### config.mk
export PLATFORM = sky130hd
export DESIGN_NAME = ucore_uart
export DESIGN_NICKNAME = d
export VERILOG_FILES = /design/src/rtl/ucore_uart.sv
export SDC_FILE = /design/constraint.sdc
export NUM_CORES = 1
export LEC_CHECK = 0
export CAP_MARGIN = 20
export CORE_MARGIN = 10
export CORE_UTILIZATION = 30
export DETAILED_ROUTE_END_ITERATION = 8
export PLACE_DENSITY = 0.49
export SETUP_SLACK_MARGIN = 0.1
export SKIP_LAST_GASP = 1
export SYNTH_ARGS = -nofsm -noshare
export SYNTH_HDL_FRONTEND = slang
export SYNTH_SLANG_ARGS = --single-unit
### constraint.sdc
create_clock -name clk -period 3 [get_ports clk]
set_input_delay 0.9 -clock clk [delete_from_list [all_inputs] [get_ports clk]]
set_output_delay 0.9 -clock clk [all_outputs]
set_load 0.01 [all_outputs]
### src/rtl/ucore_uart.sv
// ucore_uart: byte-wide register-bus UART responder (RX, TX, STATUS, CTRL)
// with 8N1 serialiser/deserialiser and a one-cycle receive interrupt pulse.
//
// Bus handshake (read and write channels are fully independent):
//   A request is accepted on the first rising edge where cen != 0 and the
//   channel's served flag is clear. Acceptance sets served and registers
//   a one-cycle ack on the following cycle (rdata is valid alongside rack).
//   served clears only when cen returns to 0, so a held cen is acknowledged
//   exactly once. With several cen bits set the lowest index is used.
module ucore_uart #(
  parameter int CLKS_PER_BIT = 16
) (
  input  logic       clk,
  input  logic       aresetn,
  input  logic       uart_rxd,
  output logic       uart_txd,
  output logic       uart_interrupt,
  input  logic [3:0] uart_rcen,
  output logic       uart_rack,
  output logic [7:0] uart_rdata,
  input  logic [3:0] uart_wcen,
  output logic       uart_wack,
  input  logic [7:0] uart_wdata
);

  localparam logic [15:0] BIT_LAST  = 16'(CLKS_PER_BIT - 1);
  localparam logic [15:0] HALF_LAST = 16'(CLKS_PER_BIT / 2 - 1);

  localparam logic [1:0] REG_RX     = 2'd0;
  localparam logic [1:0] REG_TX     = 2'd1;
  localparam logic [1:0] REG_STATUS = 2'd2;
  localparam logic [1:0] REG_CTRL   = 2'd3;

  typedef enum logic [1:0] {
    TX_IDLE  = 2'd0,
    TX_START = 2'd1,
    TX_DATA  = 2'd2,
    TX_STOP  = 2'd3
  } tx_state_t;

  typedef enum logic [2:0] {
    RX_IDLE  = 3'd0,
    RX_START = 3'd1,
    RX_DATA  = 3'd2,
    RX_STOP  = 3'd3,
    RX_WAIT  = 3'd4
  } rx_state_t;

  // ---------------------------------------------------------------------
  // Register state
  // ---------------------------------------------------------------------
  logic [7:0] rx_data;
  logic [7:0] tx_hold;
  logic [7:0] ctrl;
  logic       rx_valid;
  logic       rx_overrun;
  logic       frame_err;
  logic       tx_drop;
  logic       tx_go;
  logic       irq_q;

  logic       rd_served;
  logic       wr_served;
  logic       rack_q;
  logic       wack_q;
  logic [7:0] rdata_q;

  // TX engine
  tx_state_t  tx_state, tx_state_n;
  logic [15:0] tx_cnt, tx_cnt_n;
  logic [2:0] tx_bit, tx_bit_n;
  logic       txd_q, txd_n;

  // RX engine
  rx_state_t  rx_state, rx_state_n;
  logic [15:0] rx_cnt, rx_cnt_n;
  logic [2:0] rx_bit, rx_bit_n;
  logic [7:0] rx_shift, rx_shift_n;
  logic       rx_done;
  logic       ferr_set;
  logic       rxd_s1, rxd_s2, rxd_s3;
  logic       rx_fall;

  // ---------------------------------------------------------------------
  // Bus decode
  // ---------------------------------------------------------------------
  logic       rd_accept, wr_accept;
  logic [1:0] rd_sel, wr_sel;
  logic       rd_rx;
  logic       wr_tx, wr_status, wr_ctrl;
  logic       tx_load, tx_drop_set;
  logic       rx_store, overrun_set;
  logic [7:0] w1c;
  logic       tx_busy;
  logic [7:0] status_val;
  logic [7:0] rd_mux;

  assign rd_accept = (uart_rcen != 4'b0000) && !rd_served;
  assign wr_accept = (uart_wcen != 4'b0000) && !wr_served;

  // Lowest set enable bit selects the register for each channel
  always_comb begin
    rd_sel = REG_CTRL;
    if (uart_rcen[0])      rd_sel = REG_RX;
    else if (uart_rcen[1]) rd_sel = REG_TX;
    else if (uart_rcen[2]) rd_sel = REG_STATUS;
    wr_sel = REG_CTRL;
    if (uart_wcen[0])      wr_sel = REG_RX;
    else if (uart_wcen[1]) wr_sel = REG_TX;
    else if (uart_wcen[2]) wr_sel = REG_STATUS;
  end

  assign rd_rx     = rd_accept && (rd_sel == REG_RX);
  assign wr_tx     = wr_accept && (wr_sel == REG_TX);
  assign wr_status = wr_accept && (wr_sel == REG_STATUS);
  assign wr_ctrl   = wr_accept && (wr_sel == REG_CTRL);

  assign tx_busy     = (tx_state != TX_IDLE);
  // tx_go covers the single cycle between load and the START transition
  assign tx_load     = wr_tx && !tx_busy && !tx_go && ctrl[1];
  assign tx_drop_set = wr_tx && !tx_load;

  // A byte landing while unread data exists, or while RX is being read, overruns
  assign rx_store    = rx_done && !rx_valid && !rd_rx;
  assign overrun_set = rx_done && (rx_valid || rd_rx);

  assign w1c        = wr_status ? uart_wdata : 8'h00;
  assign status_val = {3'b000, tx_drop, frame_err, rx_overrun, tx_busy, rx_valid};

  // Read data multiplexer, sampled from pre-write register values
  always_comb begin
    rd_mux = 8'h00;
    case (rd_sel)
      REG_RX:     rd_mux = rx_data;
      REG_TX:     rd_mux = tx_hold;
      REG_STATUS: rd_mux = status_val;
      default:    rd_mux = ctrl;
    endcase
  end

  // Bus handshake: served flags, one-cycle acks and read data capture
  always_ff @(posedge clk or negedge aresetn) begin
    if (!aresetn) begin
      rd_served <= 1'b0;
      wr_served <= 1'b0;
      rack_q    <= 1'b0;
      wack_q    <= 1'b0;
      rdata_q   <= 8'h00;
    end else begin
      rd_served <= rd_accept || (rd_served && (uart_rcen != 4'b0000));
      wr_served <= wr_accept || (wr_served && (uart_wcen != 4'b0000));
      rack_q    <= rd_accept;
      wack_q    <= wr_accept;
      if (rd_accept) rdata_q <= rd_mux;
    end
  end

  // Register file, status flags (set beats W1C) and interrupt pulse
  always_ff @(posedge clk or negedge aresetn) begin
    if (!aresetn) begin
      rx_data    <= 8'h00;
      tx_hold    <= 8'h00;
      ctrl       <= 8'h03;
      rx_valid   <= 1'b0;
      rx_overrun <= 1'b0;
      frame_err  <= 1'b0;
      tx_drop    <= 1'b0;
      tx_go      <= 1'b0;
      irq_q      <= 1'b0;
    end else begin
      if (wr_ctrl) ctrl <= uart_wdata;
      if (tx_load) tx_hold <= uart_wdata;
      tx_go <= tx_load;
      if (rx_store) rx_data <= rx_shift;
      if (rx_store)   rx_valid <= 1'b1;
      else if (rd_rx) rx_valid <= 1'b0;
      rx_overrun <= overrun_set || (rx_overrun && !w1c[2]);
      frame_err  <= ferr_set    || (frame_err  && !w1c[3]);
      tx_drop    <= tx_drop_set || (tx_drop    && !w1c[4]);
      irq_q      <= rx_store && ctrl[0];
    end
  end

  // ---------------------------------------------------------------------
  // TX engine
  // ---------------------------------------------------------------------
  // TX state register; txd is registered so it is glitch-free and idles high
  always_ff @(posedge clk or negedge aresetn) begin
    if (!aresetn) begin
      tx_state <= TX_IDLE;
      tx_cnt   <= 16'd0;
      tx_bit   <= 3'd0;
      txd_q    <= 1'b1;
    end else begin
      tx_state <= tx_state_n;
      tx_cnt   <= tx_cnt_n;
      tx_bit   <= tx_bit_n;
      txd_q    <= txd_n;
    end
  end

  // TX next state: start bit, eight data bits LSB first, stop bit
  always_comb begin
    tx_state_n = tx_state;
    tx_cnt_n   = tx_cnt;
    tx_bit_n   = tx_bit;
    txd_n      = txd_q;
    case (tx_state)
      TX_IDLE: begin
        txd_n = 1'b1;
        if (tx_go) begin
          tx_state_n = TX_START;
          tx_cnt_n   = 16'd0;
          txd_n      = 1'b0;
        end
      end
      TX_START: begin
        if (tx_cnt == BIT_LAST) begin
          tx_state_n = TX_DATA;
          tx_cnt_n   = 16'd0;
          tx_bit_n   = 3'd0;
          txd_n      = tx_hold[0];
        end else begin
          tx_cnt_n = tx_cnt + 16'd1;
        end
      end
      TX_DATA: begin
        if (tx_cnt == BIT_LAST) begin
          tx_cnt_n = 16'd0;
          if (tx_bit == 3'd7) begin
            tx_state_n = TX_STOP;
            txd_n      = 1'b1;
          end else begin
            tx_bit_n = tx_bit + 3'd1;
            txd_n    = tx_hold[tx_bit + 3'd1];
          end
        end else begin
          tx_cnt_n = tx_cnt + 16'd1;
        end
      end
      TX_STOP: begin
        txd_n = 1'b1;
        if (tx_cnt == BIT_LAST) begin
          tx_state_n = TX_IDLE;
          tx_cnt_n   = 16'd0;
        end else begin
          tx_cnt_n = tx_cnt + 16'd1;
        end
      end
      default: begin
        tx_state_n = TX_IDLE;
        tx_cnt_n   = 16'd0;
        txd_n      = 1'b1;
      end
    endcase
  end

  // ---------------------------------------------------------------------
  // RX engine
  // ---------------------------------------------------------------------
  // Two-flop synchroniser plus one history flop for falling-edge detection
  always_ff @(posedge clk or negedge aresetn) begin
    if (!aresetn) begin
      rxd_s1 <= 1'b1;
      rxd_s2 <= 1'b1;
      rxd_s3 <= 1'b1;
    end else begin
      rxd_s1 <= uart_rxd;
      rxd_s2 <= rxd_s1;
      rxd_s3 <= rxd_s2;
    end
  end

  assign rx_fall = rxd_s3 && !rxd_s2;

  // RX state register
  always_ff @(posedge clk or negedge aresetn) begin
    if (!aresetn) begin
      rx_state <= RX_IDLE;
      rx_cnt   <= 16'd0;
      rx_bit   <= 3'd0;
      rx_shift <= 8'h00;
    end else begin
      rx_state <= rx_state_n;
      rx_cnt   <= rx_cnt_n;
      rx_bit   <= rx_bit_n;
      rx_shift <= rx_shift_n;
    end
  end

  // RX next state: verify start at half bit, sample data and stop at centres
  always_comb begin
    rx_state_n = rx_state;
    rx_cnt_n   = rx_cnt;
    rx_bit_n   = rx_bit;
    rx_shift_n = rx_shift;
    rx_done    = 1'b0;
    ferr_set   = 1'b0;
    case (rx_state)
      RX_IDLE: begin
        if (rx_fall) begin
          rx_state_n = RX_START;
          rx_cnt_n   = 16'd0;
        end
      end
      RX_START: begin
        if (rx_cnt == HALF_LAST) begin
          rx_cnt_n = 16'd0;
          rx_bit_n = 3'd0;
          // A line that is high again at mid-start was only a glitch
          rx_state_n = rxd_s2 ? RX_IDLE : RX_DATA;
        end else begin
          rx_cnt_n = rx_cnt + 16'd1;
        end
      end
      RX_DATA: begin
        if (rx_cnt == BIT_LAST) begin
          rx_cnt_n   = 16'd0;
          rx_shift_n = {rxd_s2, rx_shift[7:1]};
          if (rx_bit == 3'd7) rx_state_n = RX_STOP;
          else                rx_bit_n   = rx_bit + 3'd1;
        end else begin
          rx_cnt_n = rx_cnt + 16'd1;
        end
      end
      RX_STOP: begin
        if (rx_cnt == BIT_LAST) begin
          rx_cnt_n = 16'd0;
          if (rxd_s2) begin
            rx_done    = 1'b1;
            rx_state_n = RX_IDLE;
          end else begin
            ferr_set   = 1'b1;
            rx_state_n = RX_WAIT;
          end
        end else begin
          rx_cnt_n = rx_cnt + 16'd1;
        end
      end
      RX_WAIT: begin
        if (rxd_s2) rx_state_n = RX_IDLE;
      end
      default: begin
        rx_state_n = RX_IDLE;
        rx_cnt_n   = 16'd0;
      end
    endcase
  end

  assign uart_txd       = txd_q;
  assign uart_interrupt = irq_q;
  assign uart_rack      = rack_q;
  assign uart_wack      = wack_q;
  assign uart_rdata     = rdata_q;

endmodule
==> results of run 1 <==
[area by class of cell]
type                            count  share of cell area [%]
Clock buffer                        9                    3.91
Timing Repair Buffer               41                    6.82
Multi-Input combinational cell    330                    40.5
Inverter                           12                   0.782
Tap cell                          216                    4.69
Clock inverter                      7                    1.04
Sequential cell                    97                    42.3
[registers in the layout, indices dropped and copies added, names as in the netlist, 2 cells and up]
register and flops:
tx_state 2, rx_cnt 16, ctrl 8, rx_shift 8, rx_state 3, rx_bit 3
rx_data 8, uart_rdata 8, tx_cnt 16, tx_hold 8, tx_bit 3
[per-layer routing]
metal	routed length, um	track usage [%]	vias to the layer above
met5	0	0	-
met4	125	3.72	0
met3	247	2.69	8
met2	5080	16.4	27
met1	5580	14.4	1740
li1	-	-	1718
[path summary, 6_finish.rpt]
check | end | depth (start not counted)
min | rxd_s2 | 0
max in group asynchronous | rxd_s1 | 2
min in group asynchronous | tx_cnt[8] | 1
max reg2reg | rx_shift[2] | 4
min reg2reg | rxd_s2 | 0
max | rx_shift[2] | 4
[kinds of logic (layout without fill, tap and decap cells)]
group | count (synthesis) | after routing | synth area share [%]
AOI/OAI and AO/OA | 84 | 84 | 11.1
buffers and inverters | 28 | 69 | 2.73
and+or+nand+nor | 170 | 170 | 18.5
DFF | 97 | 97 | 49.7
xor gates and xnor gates | 12 | 12 | 2.15
muxes | 53 | 53 | 12.9
adders and majority gates | 11 | 11 | 2.81
[critical path, cell delays in order (launching register included)]
cell and delay [ns]:
dfrtp_1 0.43, or4_4 0.60, nor4_2 0.39, and2_1 0.47, mux2_2 0.39
[power by group through the flow]
stage	combinational, mW	clock (mW)	sequential (mW)
after floorplan	0.412	0	1.51
after global placement	0.609	0	1.52
after detailed placement	0.627	0	1.52
after CTS	0.631	1.18	1.50
after global routing	0.707	1.24	1.51
final	0.617	1.14	1.50
[placed cells by master, fill, tap and decap left out, types with 9 or more instances in the layout]
cell              n
mux2i_1          13
inv_1            11
dfrtp_1          91
o21ai_0          23
nand3_1          17
clkbuf_16         9
nand2_1          54
mux2_2           29
buf_4            11
and3_1            9
nor2_1           30
clkdlybuf4s50_1  29
ha_1             11
a21oi_1          15
==> summary.md, run 1 <==
| Metric | Value |
|---|---|
| Vias/cell | 4.91 |
| Largest net degree at the start of global routing | 43 |
| Worst Path Required | 3.23 ns |
| DR DRC count | 0 |
| Leak | 2.53 nW |
| CP Capture Type | flop |
| Syn Inst Count | 455 |
| TritonCTS buffer count | 9 |
| Htree depth | 3 |
| Internal power | 2.26 mW |
| Max Fclk | 417 MHz |
| Final Skew | 0.00945 ns |
| Post-DRT Antenna Nets | 0 |
| Antenna diode count | 0 |
| Critical register-to-register path startpoint | rx_cnt[13] |
| Asr flop ratio synth | 100% |
| Comb power frac | 19.0% |
| Worst-path clk slew | 0.08 ns |
| CORE AREA | 0.0159 mm^2 |
| Post-CTS Setup Bufs | 0 |
| Flop and latch count out of synthesis | 97 |
| CTS root buf | clkbuf_16 |
| Sw power | 993 uW |
| Critical setup path kind | reg2reg |
| EDFF count, synth | 0 |
| Num rows | 46 |
| Worst-skew pair later-pin latency | 0.36 ns |
| DR iter-0 viols | 234 |
| Clock Path Buffers | 2 |
| Slew Limit Fails | 0 |
| Post-Syn Area | 0.00490 mm^2 |
| Cell taking the most area after synthesis | dfrtp_1 |
| Syn avg cell area | 10.8 um^2 |
| Place WS | 0.356 ns |
| Max-cap violations | 0 |
| Register area share after synthesis | 49.7% |
| Final Critical Period | 2.40 ns |
| Die H | 148 um |
| Reg-to-reg slack, setup | 0.60 ns |
| Post-CTS sizing | 0 |
| Final GP Congestion | 0.764 |
| RSZ-0062 raised after global routing | false |
| Min Hold Slack | 0.359 ns |
| Fin nets | 521 |
| Layout area overhead | 17.7% |
| Synth Warn # | 0 |
| Clock tree sinks | 97 |
| Period Utilization, post-route | 80.0% |
| Critical Path Source | rx_cnt[13] |
| Finish-stage setup viols | 0 |
| Area after DPL | 0.00548 mm^2 |
| Sw Share | 30.5% |
| # port buffers | 30 |
| First drt pass iteration count | 4 |
| CTS Hold Bufs | 0 |
| Run status | completed |
| Worst setup SP type | flop |
| Total Die Area | 0.0218 mm^2 |
| Drt wl/cell | 15.5 um |
| Slew margin rel. | 52.8% |
| Synth Net Count | 485 |
| Area of the multi-input gates | 0.00233 mm^2 |
| Initial Util | 30.7% |
| Routed wire length | 11.0 mm |
| Total vias in the final route | 3493 |
| Die width | 148 um |
| Hold Crit Class | reg2reg |
| Synth Flop Type | dfrtp_1 |
| First-pass GRT wire length | 18.9 mm |
| Worst endpoint data arrival time | 2.63 ns |
| Slew @ Worst Pin | 0.706 ns |
| Hpwl dp | 7.92 mm |
| Share of layout cells above drive strength 1 | 18.8% |
| Setup_tns | 0 ns |
| Post-synth top area share | 46.5% |
| Crit-path max FO | 8 |
| CTS tree | yes |
| Vias in the first global route | 3613 |
| Final Hold Vio Count | 0 |
| Final worst setup slack | 0.600 ns |
| Total power | 3.25 mW |
| VDD IR-drop max | 0.270 mV |
| Post-synth top cells | dfrtp_1, nand2_1, nor2_1 |
| Dpl cells | 696 |
| Most common cell in the synthesized netlist | dfrtp_1 |
| Post-layout utilization of the core | 36.1% |
| Fillers | 1624 |
| Initial antenna violation count | 0 |
| I/O Pins | 31 |
| Synth area leaders | dfrtp_1, mux2_2, nand2_1 |
| Clock power share | 35.0% |
| Hold path start | rxd_s1 |
| Register Area | 0.00243 mm^2 |
| Post-route insts no fill | 712 |
| Synth unique cells | 70 |
| Overflow after GRT | 0 |
| GRT Total Usage | 10.7% |
| Seq pwr share | 46.0% |
| Pwr Density | 564 mW/mm^2 |
| Final instance area | 0.00576 mm^2 |
Note: power is estimated with default switching activity, not from simulation.
==> run 2, diff against run 1 <==
--- a/config.mk
+++ b/config.mk
@@ -9,7 +9,7 @@
 export CORE_MARGIN = 10
 export CORE_UTILIZATION = 30
 export DETAILED_ROUTE_END_ITERATION = 8
-export PLACE_DENSITY = 0.49
+export PLACE_DENSITY = 0.51
 export SETUP_SLACK_MARGIN = 0.1
 export SKIP_LAST_GASP = 1
 export SYNTH_ARGS = -nofsm -noshare
==> constraint.sdc (replaced) <==
create_clock -name clk -period 2.1 [get_ports clk]
set_input_delay 0.63 -clock clk [delete_from_list [all_inputs] [get_ports clk]]
set_output_delay 0.63 -clock clk [all_outputs]
set_load 0.01 [all_outputs]
==> summary.md, run 2 (synthesized netlist as in run 1, its figures left out) <==
| Metric | Value |
|---|---|
| Final Skew | 0.00712 ns (-0.00233 ns) |
| Grt met2 use | 16.6% (+0.27 points) |
| Met1 Usage GRT | 13.7% (-0.62 points) |
| Final Critical Period | 2.10 ns (-0.299 ns) |
| Pwr Density | 781 mW/mm^2 (+38%) |
| Final worst setup slack | -0.00121 ns (-0.601 ns) |
| Die width | 148 um (unchanged) |
| CP max stage delay | 0.60 ns (about the same) |
| Share of layout cells above drive strength 1 | 27.5% (+8.8 points) |
| Worst path cell trace | or4_4 > nor4_4 > nand3_2 > nor2_8 > mux2_4 |
| Period Utilization, post-route | 100% (+20 points) |
| I/O Pins | 31 (unchanged) |
| Worst-path clk slew | 0.07 ns (about the same) |
| Antenna diode count | 0 (unchanged) |
| CP Capture Type | flop |
| Htree depth | 3 (unchanged) |
| CTS root buf | clkbuf_16 |
| Num rows | 46 (unchanged) |
| VDD IR-drop max | 0.429 mV (+59%) |
| Dpl cells | 731 (+5.0%) |
| Clock tree sinks | 97 (unchanged) |
| Register Area | 0.00243 mm^2 (unchanged) |
| Fillers | 1591 (-2.0%) |
| GRT Total Usage | 10.6% (-0.10 points) |
| Worst endpoint data arrival time | 2.34 ns (-0.29 ns) |
| Crit-path slowest cell | or4_4 |
| Final Hold Vio Count | 0 (unchanged) |
| RSZ-0062 raised after global routing | true |
| Die H | 148 um (unchanged) |
| Worst-skew pair later-pin latency | 0.35 ns (about the same) |
| Final GP Congestion | 0.775 (+1.4%) |
| Post-DRT Antenna Nets | 0 (unchanged) |
| Critical setup path kind | reg2reg |
| First-pass GRT wire length | 18.8 mm (-0.22%) |
| Max Fclk | 476 MHz (+14%) |
| TritonCTS buffer count | 9 (unchanged) |
| Crit-path max FO | 8 (unchanged) |
| Most frequent cells in the layout | dfrtp_1, nand2_1, buf_4 |
| Vias in the first global route | 3661 (+1.3%) |
| Clock Path Buffers | 2 (unchanged) |
| Total vias in the final route | 3647 (+4.4%) |
| Hpwl dp | 8.05 mm (+1.7%) |
| Finish-stage setup viols | 2 (+2) |
| Fin nets | 563 (+8.1%) |
| Drt wl/cell | 14.9 um (-3.7%) |
| Post-layout utilization of the core | 39.1% (+3.0 points) |
| Run status | finished with violations |
| Area after DPL | 0.00577 mm^2 (+5.4%) |
| Slew @ Worst Pin | 0.575 ns (-0.131 ns) |
| Largest net degree at the start of global routing | 98 (+130%) |
| Gr busiest metal | met2 |
| Layout area overhead | 27.5% |
| Total Die Area | 0.0218 mm^2 (unchanged) |
| DR DRC count | 0 (unchanged) |
| Initial Util | 30.7% (unchanged) |
| Routed wire length | 11.3 mm (+2.0%) |
| Post-route insts no fill | 754 (+5.9%) |
| Vias/cell | 4.84 (-1.4%) |
| Area of the multi-input gates | 0.00244 mm^2 (+4.7%) |
| Worst Path Required | 2.34 ns (-0.89 ns) |
| Worst setup SP type | flop |
| Overflow after GRT | 0 (unchanged) |
| Leak | 2.83 nW (+12%) |
| Final instance area | 0.00624 mm^2 (+8.3%) |
| Max-cap violations | 0 (unchanged) |
| Crit path buffers/inverters | 0 (unchanged) |
| Slew Limit Fails | 0 (unchanged) |
| Biggest regs | rx_cnt: 16 flops, tx_cnt: 16 flops |
| M3 GR Usage | 3.24% (+0.55 points) |
| Commonest non-fill, non-tap cell in the layout | dfrtp_1 |
| Total power | 4.87 mW (+50%) |
| CORE AREA | 0.0159 mm^2 (unchanged) |
| Failing checks | negative setup slack |
| # port buffers | 30 (unchanged) |
| CTS Hold Bufs | 0 (unchanged) |
| First drt pass iteration count | 4 (unchanged) |
| Setup_tns | -0.00181 ns (-0.00181 ns) |
| Hold Crit Class | in2async |
| CTS tree | yes |
| Min Hold Slack | 0.310 ns (-0.0489 ns) |
| Place WS | -0.224 ns (-0.580 ns) |
| Slew margin rel. | 61.4% (+8.7 points) |
| CP top delay family | simple AND/OR/NAND/NOR gates |
| DR iter-0 viols | 153 (-35%) |
| Initial antenna violation count | 0 (unchanged) |
## run 2: cell count changes in the layout (fill, tap and decap cells not counted), moves of 2 or more
cell,before,now
clkdlybuf4s50_1,29,27
buf_6,0,5
buf_4,11,45
buf_12,1,3
dlygate4sd2_1,0,2
clkbuf_8,0,2
inv_8,2,0
o21ai_2,0,4
o22ai_2,0,2
o22ai_1,2,0
nor4_1,5,3
o21ai_1,8,5
## run 2: where the power goes
part | leakage, nW | internal [mW] | total, mW | switching (mW)
clock network | 0.149 | 0.989 | 1.71 | 0.724
registers | 1.30 | 2.02 | 2.13 | 0.118
logic | 1.38 | 0.482 | 1.03 | 0.543
## run 2: cell type report
class / count / share of cell area (%)
multi-input combinational: 331 / 39.1
clock buffer: 12 / 4.11
tap: 216 / 4.33
sequential: 97 / 39.0
timing repair buffer: 82 / 11.9
clock inverter: 4 / 0.822
inverter: 12 / 0.722
## run 2: worst paths after layout
path | from | end | slack [ns] | cells after the start
min | aresetn | tx_cnt[8] | 0.31 | 2
min reg2reg | rxd_s1 | rxd_s2 | 0.36 | 0
max reg2reg | rx_cnt[7] | rx_data[5] | -0.001 | 5
max | rx_cnt[7] | rx_data[5] | -0.001 | 5
max in group asynchronous | aresetn | rxd_s3 | 1.36 | 2
min in group clk | rxd_s1 | rxd_s2 | 0.36 | 0
## run 2: layer usage
metal | vias to the layer above | share of wire (%)
li1 | 1801 | -
met1 | 1789 | 48
met2 | 43 | 47
met3 | 14 | 3.5
met4 | 0 | 1.3
met5 | - | 0
## run 2: worst register-to-register path, delay by kind of cell (launching register included)
family | cells | cell delay [ns]
muxes | 1 | 0.32
and+or+nand+nor | 4 | 1.28
DFF | 1 | 0.39
## run 2: repair_timing
item / in CTS / in global routing
gates cloned: 0 / 1
pin swaps: 4 / 10
buffers inserted: 1 / 5
endpoints found under the setup margin: 30 / 57
gates resized for setup: 2 / 24
